File: src/rtl/dcm_lock_monitor_pkg.sv
// dcm_pkg: shared state encoding and default timing constants for the DCM lock monitor
package dcm_pkg;

    typedef enum logic [2:0] {
        S_RESET,
        S_WAIT_LOCK,
        S_STABLE,
        S_RUN,
        S_FAIL
    } dcm_state_t;

    localparam int CNT_W_DEF         = 16;
    localparam int RESET_WIDTH_DEF   = 4;
    localparam int LOCK_TIMEOUT_DEF  = 1023;
    localparam int STABLE_CYCLES_DEF = 255;
    localparam int MAX_RETRIES_DEF   = 7;

endpackage

File: src/rtl/dcm_lock_monitor_bit_sync.sv
// bit_sync: 2-flop synchronizer for a single asynchronous level, async active-low reset to 0
module bit_sync (
    input  logic CLK,
    input  logic nRESET,
    input  logic d,
    output logic q
);

    logic meta;

    // shift the asynchronous level through two flops to settle metastability
    always_ff @(posedge CLK or negedge nRESET) begin
        if (!nRESET) {q, meta} <= 2'b00;
        else         {q, meta} <= {meta, d};
    end

endmodule

File: src/rtl/dcm_lock_monitor.sv
// dcm_lock_monitor: pulses DCM reset, qualifies LOCKED, holds SYS_RESET until lock is stable, retries or fails
module dcm_lock_monitor
    import dcm_pkg::*;
#(
    parameter int CNT_W         = CNT_W_DEF,
    parameter int RESET_WIDTH   = RESET_WIDTH_DEF,
    parameter int LOCK_TIMEOUT  = LOCK_TIMEOUT_DEF,
    parameter int STABLE_CYCLES = STABLE_CYCLES_DEF,
    parameter int MAX_RETRIES   = MAX_RETRIES_DEF
) (
    input  logic       CLK,
    input  logic       nRESET,
    input  logic       DCM_LOCKED,
    output logic       DCM_RESET,
    output logic       SYS_RESET,
    output logic       READY,
    output logic       FAIL,
    output logic [2:0] RETRY_COUNT,
    output logic [7:0] LOSS_COUNT
);

    dcm_state_t       state;
    logic [CNT_W-1:0] cnt;
    logic             lock_s;
    logic             attempt_fail;

    bit_sync u_sync (
        .CLK    (CLK),
        .nRESET (nRESET),
        .d      (DCM_LOCKED),
        .q      (lock_s)
    );

    // lock wins over timeout; any drop while qualifying aborts the attempt
    assign attempt_fail = (state == S_WAIT_LOCK && !(lock_s && cnt >= CNT_W'(2)) && cnt == CNT_W'(LOCK_TIMEOUT))
                       || (state == S_STABLE && !lock_s);

    // sequencing FSM with shared timing counter and registered outputs
    always_ff @(posedge CLK or negedge nRESET) begin
        if (!nRESET) begin
            state       <= S_RESET;
            cnt         <= '0;
            DCM_RESET   <= 1'b1;
            SYS_RESET   <= 1'b1;
            READY       <= 1'b0;
            FAIL        <= 1'b0;
            RETRY_COUNT <= 3'd0;
            LOSS_COUNT  <= 8'd0;
        end else if (attempt_fail) begin
            cnt <= '0;
            if (RETRY_COUNT == 3'(MAX_RETRIES)) begin
                state     <= S_FAIL;
                FAIL      <= 1'b1;
                DCM_RESET <= 1'b0;
            end else begin
                state       <= S_RESET;
                RETRY_COUNT <= RETRY_COUNT + 3'd1;
                DCM_RESET   <= 1'b1;
            end
        end else begin
            case (state)
                S_RESET: begin
                    if (cnt == CNT_W'(RESET_WIDTH - 1)) begin
                        state     <= S_WAIT_LOCK;
                        cnt       <= '0;
                        DCM_RESET <= 1'b0;
                    end else begin
                        cnt <= cnt + CNT_W'(1);
                    end
                end
                S_WAIT_LOCK: begin
                    if (lock_s && cnt >= CNT_W'(2)) begin
                        state <= S_STABLE;
                        cnt   <= '0;
                    end else begin
                        cnt <= cnt + CNT_W'(1);
                    end
                end
                S_STABLE: begin
                    if (cnt == CNT_W'(STABLE_CYCLES - 1)) begin
                        state       <= S_RUN;
                        cnt         <= '0;
                        SYS_RESET   <= 1'b0;
                        READY       <= 1'b1;
                        RETRY_COUNT <= 3'd0;
                    end else begin
                        cnt <= cnt + CNT_W'(1);
                    end
                end
                S_RUN: begin
                    if (!lock_s) begin
                        state      <= S_RESET;
                        cnt        <= '0;
                        DCM_RESET  <= 1'b1;
                        SYS_RESET  <= 1'b1;
                        READY      <= 1'b0;
                        LOSS_COUNT <= (LOSS_COUNT == 8'hFF) ? LOSS_COUNT : LOSS_COUNT + 8'd1;
                    end
                end
                S_FAIL: begin
                    DCM_RESET <= 1'b0;
                    SYS_RESET <= 1'b1;
                    READY     <= 1'b0;
                end
                default: begin
                    state     <= S_RESET;
                    cnt       <= '0;
                    DCM_RESET <= 1'b1;
                    SYS_RESET <= 1'b1;
                    READY     <= 1'b0;
                end
            endcase
        end
    end

endmodule
File: config.mk
export PLATFORM = sky130hd
export DESIGN_NAME = dcm_lock_monitor
export DESIGN_NICKNAME = d
export VERILOG_FILES = /design/src/rtl/dcm_lock_monitor_pkg.sv /design/src/rtl/dcm_lock_monitor_bit_sync.sv /design/src/rtl/dcm_lock_monitor.sv
export SDC_FILE = /design/constraint.sdc
export NUM_CORES = 1
export LEC_CHECK = 0
export CAP_MARGIN = 20
export CORE_MARGIN = 8
export CORE_UTILIZATION = 50
export CTS_BUF_LIST = sky130_fd_sc_hd__clkbuf_4 sky130_fd_sc_hd__clkbuf_8
export CTS_CLUSTER_DIAMETER = 40
export DETAILED_ROUTE_END_ITERATION = 7
export PLACE_DENSITY_LB_ADDON = 0.12
export SLEW_MARGIN = 25
export SYNTH_ARGS = -nofsm -noshare
export SYNTH_HDL_FRONTEND = slang
export SYNTH_SLANG_ARGS = --single-unit
File: constraint.sdc
create_clock -name CLK -period 5.8 [get_ports CLK]
set_input_delay 0.87 -clock CLK [delete_from_list [all_inputs] [get_ports CLK]]
set_output_delay 0.87 -clock CLK [all_outputs]
set_load 0.05 [all_outputs]
==> run_results.csv, run 1 <==
group,metric,value,unit
power_and_ir_drop,p_leak,0.948,nW
placed_design,gp_congestion,0.909,
clocking,cts_root_buf,"clkbuf_8",
synth,syn_area,1900,µm²
floorplanning,dieArea,6020,µm²
clocking,cts_sinks,36,
clocking,cts_buffers,5,
synth,synth_nets,201,
detailed_routing,first_iter_violations,107,
sta,slew_viol_final,0,
detailed_routing,wl_per_cell,15.1,µm
worst_setup_path,worst_setup_path_start_kind,"flop",
synth,synth_area_per_cell,9.82,µm²
synth,synth_edf_count,0,
final_layout,synthToLayoutAreaGrowth,16.6,%
placed_design,post-place-ws,3.17,ns
synth,yosys_warnings,0,
run_status,outcome,"finished clean",
sta,fin_worst_skew,0.00662,ns
final_layout,final_net_count,221,
worst_setup_path,r2r_cells,6,
final_layout,multi_input_area,953,µm²
grt,grt-ovfl-total,0,
detailed_routing,via_per_inst,5.82,
floorplanning,core_area,3660,µm²
synth,ys_seq_area_share,47.7,%
placed_design,dp_hpwl,2880,µm
worst_setup_path,critPathMaxFanout,17,
hold_path,holdPathStages,0,
hold_path,hp-class,"flop to flop",
placed_design,portBuffers,17,
worst_setup_path,r2r-start,"cnt[14]",
worst_setup_path,end_kind,"flop",
hold_path,hp-start,"u_sync.meta",
detailed_routing,drt-total-wl,3960,µm
detailed_routing,ant_nets,0,
final_layout,drive_gt1_share,9.35,%
grt,track_usage,13.7,%
synth,synth_ff_type,"dfrtp_1",
floorplanning,initial_core_util,51.8,%
run,maxCapViolCount,0,
sta,hold_viol_final,0,
clocking,cts_setup_buffers,0,
floorplanning,die_y,77.6,µm
final_layout,num-fill-cells,319,
grt,grt_pass1_wl,6800,µm
final_layout,diodes,0,
clocking,cts_max_path_buffers,2,
synth,ys_ff_latch,36,
sta,worst_slack,3.11,ns
power_and_ir_drop,power_density,434,nW/µm²
sta,min_period,2.69,ns
clocking,cts-htree-levels,2,
sta,finalSetupViolations,0,
floorplanning,chipWidth,77.6,µm
clocking,clk_latency,0.28,ns
grt,grt_pass1_vias,1471,
worst_setup_path,r2r-end,"cnt[14]",
power_and_ir_drop,ir_worst_vdd,259,µV
clocking,cts_resized,0,
final_layout,ff_latch_area,903,µm²
detailed_routing,vias,1526,
worst_setup_path,critPathRequiredTime,5.97,ns
hold_path,holdPathEnd,"u_sync.q",
grt,grt_max_degree,37,
detailed_routing,drc_errors,0,
worst_setup_path,arrival,2.86,ns
synth,netlist_instances,193,
sta,rsz0062_at_grt,"no",
clocking,clk_pin_slew_worst_paths,0.07,ns
synth,ys_async_sr_fraction,100,%
floorplanning,io-pin-count,18,
clocking,cts_tree,"done",
floorplanning,rows,22,
worst_setup_path,r2r_setup_slack,3.11,ns
grt,antenna_found_initial,0,
clocking,hold_buffers,0,
sta,tightest_slew,0.800,ns
sta,min_period_over_period,46.3,%
sta,finalSetupTns,0,ns
sta,fmax,372,MHz
sta,slew_headroom,46.6,%
synth,ys_types,40,
worst_setup_path,critPathKind,"flop to flop",
detailed_routing,first_pass_iters,4,
## registers in the layout, summed over array words and instances, names as in the netlist
register / cells
RETRY_COUNT: 3
cnt: 16
u_sync.meta: 1
FAIL: 1
u_sync.q: 1
DCM_RESET: 1
READY: 1
SYS_RESET: 1
LOSS_COUNT: 8
state: 3
## cell families after synthesis
group | Yosys count | synth area share [%]
and+or+nand+nor | 94 | 26.9
DFF | 36 | 47.7
AOI/OAI and AO/OA | 27 | 9.70
xor gates and xnor gates | 13 | 6.01
buffers and inverters | 10 | 2.05
muxes | 8 | 4.42
adders and majority gates | 5 | 3.30
## power by group
part           switching (mW)  total, mW  leakage [nW]  internal, mW
clock network          0.0796      0.186        0.0523         0.106
registers              0.0641      0.366         0.477         0.302
logic                   0.261      0.408         0.419         0.146
total                   0.405      0.960         0.948         0.555
## critical path, stage by stage (launching register included)
cell	delay, ns
dfrtp_1	0.43
nor4_2	0.41
nand4_1	0.24
o31ai_2	0.35
a221o_1	0.55
nand2_1	0.24
o311ai_1	0.35
## layout by cell type (no fill, tap or decap), types with 6 or more instances in the layout
| cell | n |
|---|---|
| dfrtp_1 | 34 |
| nand3_1 | 22 |
| nor2_1 | 19 |
| clkdlybuf4s50_1 | 17 |
| nand2_1 | 16 |
| nand4_1 | 7 |
| xnor2_1 | 7 |
| a31oi_1 | 6 |
| xor2_1 | 6 |
| clkbuf_8 | 6 |
## stage by stage
stage / total power, mW / instance area (µm²) / hold slack (ns) / std cells / utilization (%)
after global placement: 0.770 / 2110 / 0.344 / 254 / 57.7
after floorplan: 0.660 / 1900 / 0.331 / 193 / -
after global routing: 1.02 / 2210 / 0.392 / 262 / 60.4
final: 0.960 / 2210 / 0.390 / 262 / 60.4
after detailed placement: 0.779 / 2110 / 0.371 / 254 / 57.7
after CTS: 0.968 / 2210 / 0.395 / 262 / 60.4
## layer usage
metal  wire length (µm)  global-route usage, %  up-vias
li1                   -                      -      735
met1               1800                   16.8      754
met4                 30                   4.34        0
met3                178                   3.92        5
met5                  0                      0        -
met2               1950                   22.7       32
## cell type report
| cell class | instances | area share, % |
|---|---|---|
| Clock buffer | 8 | 4.41 |
| Inverter | 5 | 0.849 |
| Multi-Input combinational cell | 147 | 43.1 |
| Sequential cell | 36 | 40.9 |
| Tap cell | 48 | 2.72 |
| Timing Repair Buffer | 18 | 8.04 |
## how the worst max path moves through the flow
| stage | startpoint | slack [ns] | cells past startpoint | endpoint |
|---|---|---|---|---|
| global route | cnt[14] | 2.88 | 6 | cnt[14] |
| CTS | cnt[14] | 3.15 | 6 | cnt[14] |
| finish | cnt[14] | 3.11 | 6 | cnt[14] |
| global placement | cnt[1] | 3.22 | 7 | RETRY_COUNT[0] |
| floorplan | LOSS_COUNT[0] | 3.60 | 6 | LOSS_COUNT[6] |
| detailed placement | cnt[1] | 3.17 | 7 | RETRY_COUNT[0] |
## synthesized netlist by cell type, drive strengths merged, types with 6 or more instances
| master | instances | area share (%) |
|---|---|---|
| nor2 | 19 | 3.8 |
| dfrtp | 34 | 45 |
| nand4 | 7 | 2.3 |
| xor2 | 6 | 2.8 |
| xnor2 | 7 | 3.2 |
| a21oi | 6 | 1.8 |
| nand2 | 16 | 3.2 |
| nand3 | 22 | 5.8 |
| a31oi | 6 | 2.0 |
(Power assumes the default switching activity.)
==> run 2, diff against run 1 <==
==> constraint.sdc (replaced) <==
create_clock -name CLK -period 2.2 [get_ports CLK]
set_input_delay 0.33 -clock CLK [delete_from_list [all_inputs] [get_ports CLK]]
set_output_delay 0.33 -clock CLK [all_outputs]
set_load 0.05 [all_outputs]
==> run 2 against run 1 <==
Net effect:
- the run now ends with negative setup slack left
- register-to-register slack lost 3.1 ns
- clock power grew to 2.8 times the previous value
- sequential share of layout area shrank 4.1 points
- clock skew shrank 0.0019 ns
- setup slack lost 3.1 ns
- flip-flop and latch count is the same
- die area is the same
- final cell count grew 8.4%
==> run_results.csv, run 2 (synthesis gave the netlist of run 1 again) <==
group,metric,value,unit
power_and_ir_drop,ir_worst_vdd,763,µV
grt,grt_max_degree,37,
clocking,cts_max_path_buffers,2,
sta,rsz0062_at_grt,"yes",
sta,hold_viol_final,0,
final_layout,drive_gt1_share,20.3,%
grt,grt_pass1_vias,1606,
final_layout,layout_commonest_cell,"dfrtp_1",
run,maxCapViolCount,0,
grt,grt_pass1_wl,7580,µm
final_layout,final_cell_area,2460,µm²
run_status,violations,"negative setup slack",
final_layout,final_net_count,243,
placed_design,gp_congestion,0.871,
hold_path,hp-class,"flop to flop",
worst_setup_path,arrival,2.43,ns
sta,tightest_slew,0.519,ns
worst_setup_path,end_kind,"flop",
hold_path,holdPathStages,0,
worst_setup_path,critPathMaxFanout,4,
power_and_ir_drop,p_leak,1.09,nW
clocking,cts_sinks,36,
floorplanning,io-pin-count,18,
detailed_routing,first_iter_violations,102,
worst_setup_path,r2r_setup_slack,-0.02,ns
run_status,outcome,"finished, violations left",
final_layout,regMostFlops,"cnt",
final_layout,largest_register_ffs,16,
detailed_routing,via_per_inst,5.73,
clocking,cts_tree,"done",
grt,antenna_found_initial,0,
sta,finalSetupTns,-0.0431,ns
sta,fmax,450,MHz
floorplanning,core_area,3660,µm²
final_layout,final_cell_mix,"34 x dfrtp_1, 22 x nand3_1, 20 x buf_4",
worst_setup_path,r2r-start,"cnt[14]",
clocking,clk_latency,0.29,ns
worst_setup_path,r2r_cells,6,
detailed_routing,vias,1626,
sta,finalSetupViolations,2,
sta,slew_headroom,65.3,%
final_layout,synthToLayoutAreaGrowth,29.6,%
detailed_routing,wl_per_cell,15.1,µm
floorplanning,die_y,77.6,µm
detailed_routing,first_pass_iters,4,
sta,min_period_over_period,101,%
clocking,cts_buffers,5,
floorplanning,chipWidth,77.6,µm
clocking,clk_pin_slew_worst_paths,0.07,ns
floorplanning,dieArea,6020,µm²
power_and_ir_drop,power_density,1150,nW/µm²
worst_setup_path,worst_setup_path_start_kind,"flop",
sta,min_period,2.22,ns
floorplanning,rows,22,
final_layout,reg_top3,"cnt: 16 flops, LOSS_COUNT: 8 flops",
final_layout,num-fill-cells,300,
sta,worst_slack,-0.0216,ns
worst_setup_path,critPathRequiredTime,2.41,ns
placed_design,dp_hpwl,3070,µm
final_layout,diodes,0,
sta,slew_viol_final,0,
detailed_routing,drt-total-wl,4280,µm
grt,grt-ovfl-total,0,
sta,fin_worst_skew,0.00469,ns
placed_design,portBuffers,17,
clocking,cts-htree-levels,2,
clocking,cts_root_buf,"clkbuf_8",
floorplanning,initial_core_util,51.8,%
detailed_routing,drc_errors,0,
worst_setup_path,critPathKind,"flop to flop",
worst_setup_path,r2r-end,"state[1]",
grt,track_usage,15.3,%
placed_design,dpl_cell_area,2290,µm²
hold_path,hp-start,"u_sync.meta",
hold_path,holdPathEnd,"u_sync.q",
detailed_routing,ant_nets,0,
## run 2: cell count changes in the layout (fill, tap and decap cells not counted), sizes merged
| cell | change |
|---|---|
| buf | +22 |
## run 2: worst max path at each step
stage                     end  cells past startpoint     from
6_report             state[1]                      6  cnt[14]
5_1_grt              state[0]                      6  cnt[14]
3_3_place_gp           cnt[6]                      8  cnt[14]
4_1_cts              state[0]                      6  cnt[14]
2_1_floorplan  RETRY_COUNT[0]                      7   cnt[1]
3_5_place_dp           cnt[6]                      8  cnt[14]
## run 2: area by class of cell
class | instances | area (µm²) | area share [%]
inverter | 5 | 18.8 | 0.764
tap | 48 | 60.1 | 2.45
clock buffer | 8 | 97.6 | 3.97
timing repair buffer | 40 | 363 | 14.8
multi-input combinational | 147 | 1010 | 41.3
sequential | 36 | 903 | 36.8
## run 2: what timing repair did
item,4_1_cts,5_1_grt
gates cloned,0,0
pin swaps,1,1
endpoints found under the setup margin,14,19
hold buffers,0,0
resized for setup,2,8
setup buffers,1,0
## run 2: critical path, stage by stage, from the launching register on
cell and delay, ns:
dfrtp_1 0.41, nor4_4 0.35, nand4_1 0.24, o21a_1 0.25, a221o_1 0.34, or4b_1 0.48, o21ai_1 0.08
## run 2: through the flow
stage / cells / total power [mW] / setup slack (ns) / hold slack [ns] / utilization (%)
4_1_cts: 284 / 2.79 / -0.0132 / 0.359 / 65.9
2_1_floorplan: 193 / 1.74 / 0.124 / 0.0344 / -
3_5_place_dp: 275 / 2.24 / -0.0368 / 0.343 / 62.5
6_report: 284 / 2.83 / -0.0216 / 0.362 / 67.1
5_1_grt: 284 / 3.01 / -0.164 / 0.379 / 67.1
3_3_place_gp: 275 / 2.21 / 0.00924 / 0.337 / 62.5
## run 2: routing by layer
layer  vias to the layer above  GRT usage (%)  wire length, µm
li1                        786              -                -
met1                       795           18.7             1920
met2                        34           24.4             2060
met3                        11           4.61              187
met4                         0           6.79              104
met5                         -              0                0
## run 2: where the power goes
group	switching (mW)	total, mW	internal [mW]
sequential	0.142	0.938	0.796
clock	0.233	0.513	0.280
combinational	0.789	1.38	0.586
total	1.16	2.83	1.66
==> run 3, diff against run 2 <==
--- a/config.mk
+++ b/config.mk
@@ -7,11 +7,11 @@
 export LEC_CHECK = 0
 export CAP_MARGIN = 20
 export CORE_MARGIN = 8
-export CORE_UTILIZATION = 50
+export CORE_UTILIZATION = 53
 export CTS_BUF_LIST = sky130_fd_sc_hd__clkbuf_4 sky130_fd_sc_hd__clkbuf_8
 export CTS_CLUSTER_DIAMETER = 40
 export DETAILED_ROUTE_END_ITERATION = 7
-export PLACE_DENSITY_LB_ADDON = 0.12
+export PLACE_DENSITY = 0.76
 export SLEW_MARGIN = 25
 export SYNTH_ARGS = -nofsm -noshare
 export SYNTH_HDL_FRONTEND = slang
==> run 3 against run 2 <==
Net effect:
- critical endpoint is now cnt[7]
- largest cell class unchanged
- power increased by 6.1%
- the flow still finishes with violations (negative setup slack)
- register-to-register slack worse by 0.09 ns
- non-clock buffer count is 6 higher
==> run_results.csv, run 3 (synthesis gave the netlist of run 1 again) <==
group,metric,value,unit
detailed_routing,routed-wl-met3,223,µm
floorplanning,chipWidth,75.8,µm
sta,slew_headroom,64.7,%
detailed_routing,top_layer,"met4",
floorplanning,io-pin-count,18,
final_layout,regMostFlops,"cnt",
sta,fin_worst_skew,0.00497,ns
detailed_routing,wl_per_cell,16.4,µm
sta,min_period_over_period,105,%
floorplanning,dieArea,5750,µm²
final_layout,synthToLayoutAreaGrowth,33.0,%
detailed_routing,wl_met1,1950,µm
placed_design,portBuffers,17,
grt,track_usage,17.8,%
placed_design,dp_hpwl,3110,µm
final_layout,reg_top3,"cnt: 16 flops, LOSS_COUNT: 8 flops",
sta,min_period,2.31,ns
worst_setup_path,critPathKind,"flop to flop",
detailed_routing,dr_wl_met2,2410,µm
grt,grt-ovfl-total,0,
sta,hold_viol_final,0,
final_layout,largest_register_ffs,16,
clocking,cts_sinks,36,
power_and_ir_drop,p_leak,1.12,nW
worst_setup_path,critPathRequiredTime,2.44,ns
detailed_routing,first_pass_iters,5,
detailed_routing,drt-total-wl,4740,µm
grt,antenna_found_initial,0,
worst_setup_path,end_kind,"flop",
detailed_routing,first_iter_violations,153,
worst_setup_path,critPathMaxFanout,8,
final_layout,drive_gt1_share,22.7,%
run,maxCapViolCount,0,
worst_setup_path,worst_setup_path_start_kind,"flop",
floorplanning,rows,21,
power_and_ir_drop,ir_worst_vdd,665,µV
run_status,outcome,"finished, violations left",
final_layout,final_cell_mix,"34 x dfrtp_1, 24 x buf_4, 22 x nand3_1",
clocking,cts-htree-levels,2,
clocking,cts_tree,"done",
grt,grt_pass1_wl,7630,µm
sta,tightest_slew,0.528,ns
clocking,clk_latency,0.35,ns
floorplanning,core_area,3390,µm²
sta,rsz0062_at_grt,"yes",
power_and_ir_drop,total_power,3.00,mW
sta,worst_slack,-0.110,ns
worst_setup_path,arrival,2.55,ns
grt,grt_pass1_vias,1652,
final_layout,diodes,0,
hold_path,hp-class,"flop to flop",
clocking,cts_buffers,5,
final_layout,layout_commonest_cell,"dfrtp_1",
floorplanning,initial_core_util,55.9,%
clocking,hold_buffers,0,
clocking,clk_pin_slew_worst_paths,0.11,ns
sta,finalSetupViolations,19,
detailed_routing,via_per_inst,5.82,
detailed_routing,ant_nets,0,
run_status,violations,"negative setup slack",
clocking,cts_root_buf,"clkbuf_4",
detailed_routing,vias,1675,
final_layout,final_core_utilization,74.4,%
sta,fmax,433,MHz
clocking,cts_max_path_buffers,2,
floorplanning,die_y,75.8,µm
power_and_ir_drop,power_density,1190,nW/µm²
final_layout,final_net_count,249,
detailed_routing,drc_errors,0,
sta,slew_viol_final,0,
grt,grt_max_degree,37,
placed_design,gp_congestion,0.858,
## run 3: cell types whose count changed in the layout (fill, tap and decap cells not counted), sizes merged
cell      previous run  this run
buf                 23        29
clkbuf               8         7
clkinvlp             0         1
## run 3: power breakdown
group          internal, mW  total (mW)  switching, mW  leakage [nW]
Sequential            0.795       0.942          0.147         0.477
Clock                 0.169       0.397          0.229        0.0349
Combinational         0.766        1.66          0.893         0.607
Total                  1.73        3.00           1.27          1.12
## run 3: layout make-up
cell class | instances | area [µm²]
tap | 46 | 57.6
clock buffer | 7 | 58.8
timing repair buffer | 46 | 424
fill | 225 | 868
inverter | 5 | 18.8
clock inverter | 1 | 7.51
sequential | 36 | 903
multi-input combinational | 147 | 1050
## run 3: metrics by stage
step	area [µm²]	cells	hold slack [ns]	setup slack (ns)	TNS, ns
4_1_cts	2450	286	0.370	-0.0355	-0.178
3_5_place_dp	2300	273	0.347	-0.0665	-0.642
2_1_floorplan	1900	193	0.0344	0.124	0
3_3_place_gp	2300	273	0.337	0.0115	0
6_report	2520	288	0.367	-0.110	-1.47
5_1_grt	2520	288	0.384	-0.195	-3.16
## run 3: path summary, 6_finish.rpt
path                            slack [ns]        start        end  depth (start not counted)
worst max register to register       -0.11      cnt[14]     cnt[7]                          8
max in group asynchronous             1.48       nRESET  SYS_RESET                          2
worst max-delay path                 -0.11      cnt[14]     cnt[7]                          8
min in group asynchronous             0.38       nRESET    cnt[11]                          2
worst min-delay path                  0.37  u_sync.meta   u_sync.q                          0
worst min register to register        0.37  u_sync.meta   u_sync.q                          0
## run 3: routing by layer
| metal | up-vias | track usage, % |
|---|---|---|
| met3 | 15 | 6.18 |
| met1 | 801 | 19.9 |
| met4 | 0 | 7.68 |
| met5 | - | 0 |
| li1 | 799 | - |
| met2 | 60 | 30.0 |
## run 3: critical path, stage by stage, from the launching register on
cell and delay [ns]:
dfrtp_1 0.43, nor4_4 0.34, nand4_1 0.27, o21a_1 0.27
a221o_1 0.35, buf_6 0.17, buf_12 0.13, a31oi_4 0.12
mux2i_1 0.12
## run 3: what timing repair did
action | in CTS | in global routing
resized for setup | 5 | 11
pin swaps | 5 | 8
setup endpoints to repair | 17 | 22
buffers inserted | 6 | 2
